===== config.mk =====
export PLATFORM = sky130hd
export DESIGN_NAME = instr_fetch_unit
export DESIGN_NICKNAME = d
export VERILOG_FILES = /design/src/rtl/instr_fetch_unit_pkg.sv /design/src/rtl/instr_info.sv /design/src/rtl/ifu_block_packer.sv /design/src/rtl/instr_fetch_unit.sv
export SDC_FILE = /design/constraint.sdc
export NUM_CORES = 1
export LEC_CHECK = 0
export CORE_UTILIZATION = 48
export CTS_BUF_LIST = sky130_fd_sc_hd__clkbuf_4 sky130_fd_sc_hd__clkbuf_8
export CTS_CLUSTER_DIAMETER = 100
export DETAILED_ROUTE_END_ITERATION = 10
export DONT_BUFFER_PORTS = 1
export GPL_ROUTABILITY_DRIVEN = 0
export PLACE_DENSITY = 0.72
export SETUP_SLACK_MARGIN = 0.02
export SYNTH_ARGS = -nofsm -noshare
export SYNTH_HDL_FRONTEND = slang
export SYNTH_HIERARCHICAL = 1
export SYNTH_SLANG_ARGS = --single-unit

===== constraint.sdc =====
create_clock -name clk -period 2.25 [get_ports clk]
set_input_delay 0.45 -clock clk [delete_from_list [all_inputs] [get_ports clk]]
set_output_delay 0.45 -clock clk [all_outputs]
set_load 0.01 [all_outputs]

===== src/rtl/instr_fetch_unit_pkg.sv =====
// -----------------------------------------------------------------------------
// instr_fetch_unit_pkg
//   Types and constants shared by the instruction fetch unit and its packer.
//
//   ifu_state_e          : fetch FSM state encoding
//   IFU_RESET_PC_DEFAULT : default first fetch address after reset
// -----------------------------------------------------------------------------
package instr_fetch_unit_pkg;

  typedef enum logic [1:0] {
    IFU_REQ  = 2'd0,
    IFU_WAIT = 2'd1,
    IFU_HOLD = 2'd2,
    IFU_DROP = 2'd3
  } ifu_state_e;

  localparam logic [31:0] IFU_RESET_PC_DEFAULT = 32'h1c00_0000;

endpackage


===== src/rtl/instr_info.sv =====
// -----------------------------------------------------------------------------
// instr_info
//   Shared instruction-buffer slot type. Used by the fetch unit for its output
//   slots and by the instruction buffer that consumes them.
//
//   instr_buffer_info_t
//     valid : slot carries a real instruction
//     pc    : byte address of the instruction
//     instr : raw 32-bit instruction word
// -----------------------------------------------------------------------------
package instr_info;

  typedef struct packed {
    logic        valid;
    logic [31:0] pc;
    logic [31:0] instr;
  } instr_buffer_info_t;

endpackage


===== src/rtl/ifu_block_packer.sv =====
// -----------------------------------------------------------------------------
// ifu_block_packer
//   Combinational packing of one ICache fetch block into IF_WIDTH buffer slots.
//   Slot j receives block word (start + j) while that index stays inside the
//   block; later slots are returned all-zero. Valid slots are therefore always
//   contiguous from slot 0.
//
// Ports
//   data_i    : block words, word k at [32k+31:32k]
//   base_pc_i : block-aligned address of word 0
//   start_i   : index of the first useful word in the block
//   slots_o   : packed output slots
// -----------------------------------------------------------------------------
module ifu_block_packer
  import instr_info::*;
#(
  parameter int unsigned IF_WIDTH   = 2,
  parameter int unsigned ADDR_WIDTH = 32
) (
  input  logic [IF_WIDTH*32-1:0]             data_i,
  input  logic [ADDR_WIDTH-1:0]              base_pc_i,
  input  logic [$clog2(IF_WIDTH)-1:0]        start_i,
  output instr_buffer_info_t [IF_WIDTH-1:0]  slots_o
);

  localparam int unsigned SW = $clog2(IF_WIDTH);
  localparam int unsigned IW = SW + 1;

  logic [IF_WIDTH-1:0][31:0] words;
  assign words = data_i;

  // start + j is below 2*IF_WIDTH, so the extra top bit of idx is exactly the
  // "ran past the end of the block" flag.
  always_comb begin
    logic [IW-1:0] idx;
    idx     = '0;
    slots_o = '0;
    for (int unsigned j = 0; j < IF_WIDTH; j++) begin
      idx = {1'b0, start_i} + IW'(j);
      if (!idx[SW]) begin
        slots_o[j].valid = 1'b1;
        slots_o[j].pc    = 32'(base_pc_i + ADDR_WIDTH'({idx[SW-1:0], 2'b00}));
        slots_o[j].instr = words[idx[SW-1:0]];
      end
    end
  end

endmodule


===== src/rtl/instr_fetch_unit.sv =====
// -----------------------------------------------------------------------------
// instr_fetch_unit
//   Front-end producer for the instruction buffer. Walks sequential fetch
//   blocks starting at RESET_PC, keeps at most one ICache request outstanding,
//   packs each returned block into IF_WIDTH slots and presents them while the
//   buffer is not stalling. Backend redirects restart fetch at a new PC and any
//   response still in flight is discarded.
//
//   Optional build macro IFU_PERF_CNT_EN adds three 32-bit wrapping counters:
//   emitted blocks, stalled HOLD cycles and discarded responses.
//
// Ports
//   clk, rst            : clock, synchronous active-high reset
//   stallreq_i          : buffer cannot accept a write this cycle
//   redirect_i          : backend flush / branch-miss redirect
//   redirect_pc_i       : new fetch PC (word aligned)
//   icache_req_valid_o  : request valid
//   icache_req_ready_i  : ICache accepts request
//   icache_req_pc_o     : block-aligned request address
//   icache_rsp_valid_i  : single-cycle response pulse
//   icache_rsp_data_i   : block words, word k at [32k+31:32k]
//   instr_o             : output slots to the instruction buffer
//   perf_*_o            : performance counters (IFU_PERF_CNT_EN only)
//
// State | meaning
// ------+-----------------------------------------------------------
// REQ   | request for current block is presented to the ICache
// WAIT  | request accepted, waiting for the response pulse
// HOLD  | block packed in the hold register, waiting to be emitted
// DROP  | a stale response is still outstanding and will be discarded
// -----------------------------------------------------------------------------
module instr_fetch_unit
  import instr_fetch_unit_pkg::*;
  import instr_info::*;
#(
  parameter int unsigned            IF_WIDTH   = 2,
  parameter int unsigned            ADDR_WIDTH = 32,
  parameter logic [ADDR_WIDTH-1:0]  RESET_PC   = ADDR_WIDTH'(IFU_RESET_PC_DEFAULT)
) (
  input  logic                              clk,
  input  logic                              rst,
  input  logic                              stallreq_i,
  input  logic                              redirect_i,
  input  logic [ADDR_WIDTH-1:0]             redirect_pc_i,
  output logic                              icache_req_valid_o,
  input  logic                              icache_req_ready_i,
  output logic [ADDR_WIDTH-1:0]             icache_req_pc_o,
  input  logic                              icache_rsp_valid_i,
  input  logic [IF_WIDTH*32-1:0]            icache_rsp_data_i,
`ifdef IFU_PERF_CNT_EN
  output logic [31:0]                       perf_fetch_blocks_o,
  output logic [31:0]                       perf_stall_cycles_o,
  output logic [31:0]                       perf_drop_o,
`endif
  output instr_buffer_info_t [IF_WIDTH-1:0] instr_o
);

  localparam int unsigned OFFS = $clog2(IF_WIDTH) + 2;
  localparam logic [ADDR_WIDTH-1:0] BLOCK_BYTES = ADDR_WIDTH'(4 * IF_WIDTH);

  ifu_state_e                        state, state_nxt;
  logic [ADDR_WIDTH-1:0]             fetch_pc, fetch_pc_nxt;
  instr_buffer_info_t [IF_WIDTH-1:0] hold, hold_nxt;
  instr_buffer_info_t [IF_WIDTH-1:0] packed_slots;
  logic [ADDR_WIDTH-1:0]             block_base;
  logic                              emit;
  logic                              drop;

  // The byte-offset bits of fetch_pc are carried along but never decoded.
  logic unused_pc_bits;
  assign unused_pc_bits = ^fetch_pc[1:0];

  assign block_base = {fetch_pc[ADDR_WIDTH-1:OFFS], {OFFS{1'b0}}};

  ifu_block_packer #(
    .IF_WIDTH   (IF_WIDTH),
    .ADDR_WIDTH (ADDR_WIDTH)
  ) u_packer (
    .data_i    (icache_rsp_data_i),
    .base_pc_i (block_base),
    .start_i   (fetch_pc[OFFS-1:2]),
    .slots_o   (packed_slots)
  );

  always_ff @(posedge clk) begin
    if (rst) begin
      state    <= IFU_REQ;
      fetch_pc <= RESET_PC;
      hold     <= '0;
    end else begin
      state    <= state_nxt;
      fetch_pc <= fetch_pc_nxt;
      hold     <= hold_nxt;
    end
  end

  always_comb begin
    state_nxt    = state;
    fetch_pc_nxt = fetch_pc;
    hold_nxt     = hold;
    emit         = 1'b0;
    drop         = 1'b0;

    if (redirect_i) begin
      fetch_pc_nxt = redirect_pc_i;
      hold_nxt     = '0;
      unique case (state)
        // A request handed over in this cycle, or one already accepted, will
        // still produce a response that must be swallowed.
        IFU_REQ: state_nxt = icache_req_ready_i ? IFU_DROP : IFU_REQ;
        IFU_WAIT: begin
          if (icache_rsp_valid_i) begin
            drop      = 1'b1;
            state_nxt = IFU_REQ;
          end else begin
            state_nxt = IFU_DROP;
          end
        end
        // If the stale response lands together with another redirect there is
        // nothing left in flight, so leaving DROP avoids waiting forever.
        IFU_DROP: begin
          if (icache_rsp_valid_i) begin
            drop      = 1'b1;
            state_nxt = IFU_REQ;
          end else begin
            state_nxt = IFU_DROP;
          end
        end
        default: state_nxt = IFU_REQ;
      endcase
    end else begin
      unique case (state)
        IFU_REQ: begin
          if (icache_req_ready_i) state_nxt = IFU_WAIT;
        end
        IFU_WAIT: begin
          if (icache_rsp_valid_i) begin
            hold_nxt  = packed_slots;
            state_nxt = IFU_HOLD;
          end
        end
        IFU_HOLD: begin
          if (!stallreq_i) begin
            emit         = 1'b1;
            hold_nxt     = '0;
            fetch_pc_nxt = block_base + BLOCK_BYTES;
            state_nxt    = IFU_REQ;
          end
        end
        IFU_DROP: begin
          if (icache_rsp_valid_i) begin
            drop      = 1'b1;
            state_nxt = IFU_REQ;
          end
        end
        default: state_nxt = IFU_REQ;
      endcase
    end
  end

  assign icache_req_valid_o = (state == IFU_REQ) && !redirect_i && !rst;
  assign icache_req_pc_o    = block_base;

  // hold is zero outside HOLD, so gating valid here is enough for emission.
  always_comb begin
    instr_o = hold;
    for (int unsigned j = 0; j < IF_WIDTH; j++) begin
      instr_o[j].valid = hold[j].valid & ~stallreq_i & ~redirect_i & ~rst;
    end
  end

`ifdef IFU_PERF_CNT_EN
  logic [31:0] perf_blocks_q, perf_stall_q, perf_drop_q;

  always_ff @(posedge clk) begin
    if (rst) begin
      perf_blocks_q <= '0;
      perf_stall_q  <= '0;
      perf_drop_q   <= '0;
    end else begin
      if (emit)                                perf_blocks_q <= perf_blocks_q + 32'd1;
      if ((state == IFU_HOLD) && stallreq_i)   perf_stall_q  <= perf_stall_q + 32'd1;
      if (drop)                                perf_drop_q   <= perf_drop_q + 32'd1;
    end
  end

  assign perf_fetch_blocks_o = perf_blocks_q;
  assign perf_stall_cycles_o = perf_stall_q;
  assign perf_drop_o         = perf_drop_q;
`else
  logic unused_perf;
  assign unused_perf = emit ^ drop;
`endif

endmodule


# Yosys cells after proc, flatten, opt, wreduce, memory -nomap -nowiden
# Index checks and enable logic that the tools add are counted.
# Widths: inputs -> output; s select.
[op_classes] add_sub_neg=4 order_cmp=2 n_eq_ne=10 n_mux=20 n_bitwise=9 reduce_logical=12
[ops] op="$mux 130" count=2
[ops] op="$pmux 130 s2" count=1
[ops] op="$mux 32" count=7
[ops] op="$mux 65" count=1
[ops] op="$add 32x3->32" count=2
[ops] op="$add 32x4->32 const B" count=1
[ops] op="$mux 2" count=7
[ops] op="$ne 3x3->1 const B" count=4
[ops] op="$pmux 2 s4" count=1
[ops] op="$and 1x1->1" count=6
[ops] op="$eq 2x2->1 const B" count=2
[ops] op="$lt 1x2->1 const B" count=2
[ops] op="$ne 2x2->1 const B" count=2
[ops] op="$pmux 2 s2" count=1
[ops] op="$reduce_and 4->1" count=1
[ops] op="$reduce_bool 2->1" count=2
[ops] op="$reduce_or 2->1" count=2
[ops] op="$not 1->1" count=3
[ops] op="$reduce_and 3->1" count=1
[ops] op="$add 1x1->2 const B" count=1
[ops] op="$eq 2x1->1 const B" count=1
[ops] op="$logic_and 1x1->1" count=2
[ops] op="$logic_not 1->1" count=2
[ops] op="$logic_not 2->1" count=1
[ops] op="other kinds (2)" count=2
[totals] ff_bits=164 inputBits=102 wordCells=65

# Longest topological paths before layout
[logic_depth] word_depth=6 depth_mapped=11

# Hierarchy
# Netlist, hierarchy kept.
[by_module_without_submodules] mod="instr_fetch_unit" instances=1 cells_per_inst=703 area_each_um2=7173.1 seq_area_each_um2=3243.1
[by_module_without_submodules] mod="ifu_block_packer" instances=1 cells_per_inst=287 area_each_um2=1999.4 seq_area_each_um2=0.0

# Worst setup path before layout
# Ideal clock, no wire load.
[synth_timing] path_type="flip-flop to flip-flop" start="register fetch_pc[3]" end="register fetch_pc[11]" setup_time_ns=0.086 t_arrival_ns=1.820 path_slack_ns=0.345 stages_incl_launch_ff=6 path_buffers=0 synth_period_minus_slack_ns=1.905 cell_sequence="dfxtp_1 > ha_1 > nor4bb_1 > nand4_1 > xor2_1 > a211oi_1"
[synth_via] elab_chain_len=4
[synth_rtl] item="from (decl)" line="instr_fetch_unit.sv:62" rtl="logic [ADDR_WIDTH-1:0] fetch_pc, fetch_pc_nxt;"
[synth_rtl] item="from (signal assigned)" line="instr_fetch_unit.sv:92" rtl="fetch_pc <= fetch_pc_nxt;"
[synth_rtl] item="$add 32x4->32" line="instr_fetch_unit.sv:146" rtl="fetch_pc_nxt = block_base + BLOCK_BYTES;"
[synth_rtl] item="$mux 32" line="instr_fetch_unit.sv:143" rtl="if (!stallreq_i) begin"
[synth_rtl] item="$mux 32" line="instr_fetch_unit.sv:132" rtl="unique case (state)"
[synth_rtl] item="$mux 32" line="instr_fetch_unit.sv:104" rtl="if (redirect_i) begin"
# No other way between the ends. The select of a mux whose other input is x is not followed.
# A chain may end at the register's enable or synchronous reset.

# Worst setup path in the final report
[layout_timing] start="register fetch_pc[8]" end="register fetch_pc[20]"
# Same word-level chain as after synthesis.

==> summary.txt <==
Core ar.: 18710 sq um
Measured slew at the worst slew-check pin: 0.9611 ns
# setup viols final: 0
Cell Int Power: 4037 uW
Post-synth top cells: 171 x buf_4, 162 x dfxtp_1, 126 x a22o_1
Sequential share of power: 51.9%
Setup TNS: 0 ns
Clock Skews: 0.01218 ns
CTS H-tree depth: 4
First-pass DRT Iterations: 5
Die W: 140.2 microns
Initial antenna violation count: 0
Ant. Diodes: 0
Top delay family on crit path: simple AND/OR/NAND/NOR gates
Slew margin rel.: 35.34%
Final Hold Fails: 0
Max stage delay cell, worst path: or4_1
Worst-Skew Late Latency: 0.46 ns
Critical Path Fanout Max: 10
Setup Crit Path Kind: reg -> reg
Final net count: 931
Synth warnings: 6
Site row count: 50
Fin crit period: 1.929 ns
TritonCTS buffer count: 17
CTS Hold Bufs: 0
Number of global-route vias before repair: 5977
Status: complete, no violations
Layout area overhead: -5.688%
Setup Buffers After CTS: 0
DRC: 0
Starting DRT DRC Count: 399
Critical path data required time: 2.61 ns
Vias post-DR: 6583
Clock Tree Buf Depth: 2
Max frequency: 0.5184 GHz
Clock transition at path regs: 0.10 ns
Critical path, cell by cell: and4_1 > nand2_2 > or4_1 > a311oi_1
Die Outline Area: 19670 sq um
Final Cell Area: 8651 sq um
Post-synthesis async set-or-reset flop share: 0%
First-pass GRT wire length: 35000 microns
HP Class: in -> reg
HPWL after DPL: 16280 microns
Largest net degree at the start of global routing: 56
Detailed-route vias per instance: 6.152
Flip-flop and latch count after synthesis: 162
Hold Slack: 0.07185 ns
CP arrival: 2.29 ns
CTS tree: done
NetSw: 1765 uW
Mapped Cells: 990
Peak VDD IR: 0.0002989 V
Synth top area share: 35.36%
Crit path launch type: flip-flop
WP buf/inv: 0
Die height: 140.2 microns
Ys flop type: dfxtp_1
Most frequent cell after synthesis: buf_4
Placed Area: 8255 sq um
Post-CTS sizing: 0
Final Util: 46.25%
Root Buffer: clkbuf_8
Logic pwr share: 11.3%
RSZ-0062 raised after global routing: false
Mapped Avg Cell Area: 9.265 sq um
Routed wire length: 22700 microns
Number of port buffers: 0
Top post-synthesis cells by area: dfxtp_1 35%, buf_4 14%, a22o_1 12%
Grt total ovfl: 0
PwrDens: 670.8 nW/um^2
Starting Density: 49.04%
Worst setup EP type: flip-flop
GRT Total Usage: 22.86%
CP peak stage delay: 0.54 ns
# IOs: 265
Post-route antenna net violation count: 0
Final period util: 85.74%
MaxCap Viol Count: 0
CTS Sinks: 162
Yosys cell types: 62
WL/cell: 21.21 microns
Max Slew Vio Count: 0
Synthesized area: 9173 sq um
Clk pwr share: 36.8%
Leakage power: 0.003158 uW
Sw Ratio: 30.42%
Cell taking the most area after synthesis: dfxtp_1
Post-synth EDFFs: 0
Share of cells above drive strength 1: 14.83%
Post-synthesis sequential area ratio: 35.36%
-- path summary, 6_finish.rpt --
| check | from | to | slack (ns) | depth (start not counted) |
|---|---|---|---|---|
| max | fetch_pc[8]$_SDFFE_PP0P_ | fetch_pc[20]$_SDFFE_PP0P_ | 0.32 | 4 |
| min | rst | fetch_pc[25]$_SDFFE_PP0P_ | 0.07 | 1 |
| max reg2reg | fetch_pc[8]$_SDFFE_PP0P_ | fetch_pc[20]$_SDFFE_PP0P_ | 0.32 | 4 |
| min reg2reg | hold[64]$_SDFFE_PP0P_ | hold[64]$_SDFFE_PP0P_ | 0.52 | 2 |
-- metal layers --
layer  track usage [%]  wire length [microns]  vias to the layer above
li1                  -                      -                     3101
met4             6.478                    298                        0
met3             8.308                   2228                       18
met2             37.42                  10740                      309
met5                 0                      0                        -
met1             28.11                   9435                     3155
-- layout by cell type, fill, tap and decap left out, types with 2 or more instances in the layout --
| master | count |
|---|---|
| dfxtp_1 | 161 |
| a22o_1 | 126 |
| nor2_1 | 55 |
| nor2b_1 | 39 |
| buf_4 | 33 |
| mux2_2 | 33 |
| xor2_1 | 31 |
| nand2_1 | 29 |
| nand4_1 | 28 |
| nand3_1 | 23 |
| a21oi_1 | 21 |
| xnor2_1 | 19 |
| clkbuf_8 | 17 |
| or4_1 | 16 |
| o31ai_1 | 13 |
| a211oi_1 | 13 |
| nor3_1 | 12 |
| o21ai_0 | 12 |
| a311oi_1 | 12 |
| inv_1 | 12 |
| or3_1 | 11 |
| conb_1 | 11 |
| and2_1 | 10 |
| and4_1 | 9 |
| nor4_1 | 9 |
| buf_12 | 8 |
| and3_1 | 7 |
| ha_1 | 6 |
| nor3b_1 | 5 |
| inv_8 | 5 |
| a22oi_1 | 4 |
| o31a_1 | 3 |
| a2111oi_0 | 3 |
| inv_6 | 3 |
| clkinv_8 | 3 |
| and4_2 | 3 |
| or2_2 | 2 |
| nand4_4 | 2 |
| clkinv_4 | 2 |
-- power by group through the flow --
stage | Combinational [uW] | Clock [uW] | Sequential, uW
6_report | 655 | 2140 | 3010
5_1_grt | 718 | 2340 | 3020
4_1_cts | 652 | 2200 | 3010
3_5_place_dp | 649 | 0 | 3080
3_3_place_gp | 643 | 0 | 3070
2_1_floorplan | 573 | 0 | 3080
-- worst register-to-register path, cell delays in order, from the launching register on --
cell	delay, ns
dfxtp_1	0.35
and4_1	0.47
nand2_2	0.22
or4_1	0.54
a311oi_1	0.27
-- flip-flops by register name (all words and copies together), names as in the netlist --
name	flops
fetch_pc	30
hold	2
instr_o	128
state	2
-- stage by stage --
stage	setup WS [ns]	total power, uW	std cells
floorplan	0.3450	3652	999
global placement	0.3325	3717	1038
detailed placement	0.3328	3726	1038
CTS	0.3189	5864	1070
global route	0.1992	6083	1070
finish	0.3209	5803	1070
-- logic make-up (layout without fill, tap and decap cells) --
group | after synthesis | count (layout) | share of synthesized area (%)
xor gates and xnor gates | 50 | 50 | 4.774
buffers and inverters | 249 | 86 | 18.66
other | 2 | 11 | 0.08187
adders and majority gates | 6 | 6 | 0.8184
and+or+nand+nor | 272 | 272 | 17.39
DFF | 162 | 162 | 35.36
AOI/OAI and AO/OA | 215 | 215 | 18.76
muxes | 34 | 34 | 4.160
-- area by class of cell --
type                       count  area (sq um)
clock buffer                  17         234.0
clock inverter                15         161.4
fill                        1760         10050
inverter                      13         48.80
multi-input combinational    588          4259
sequential                   162          3247
tap                          234         292.8
timing repair buffer          41         407.9
Note: power is estimated with default switching activity, not from simulation.
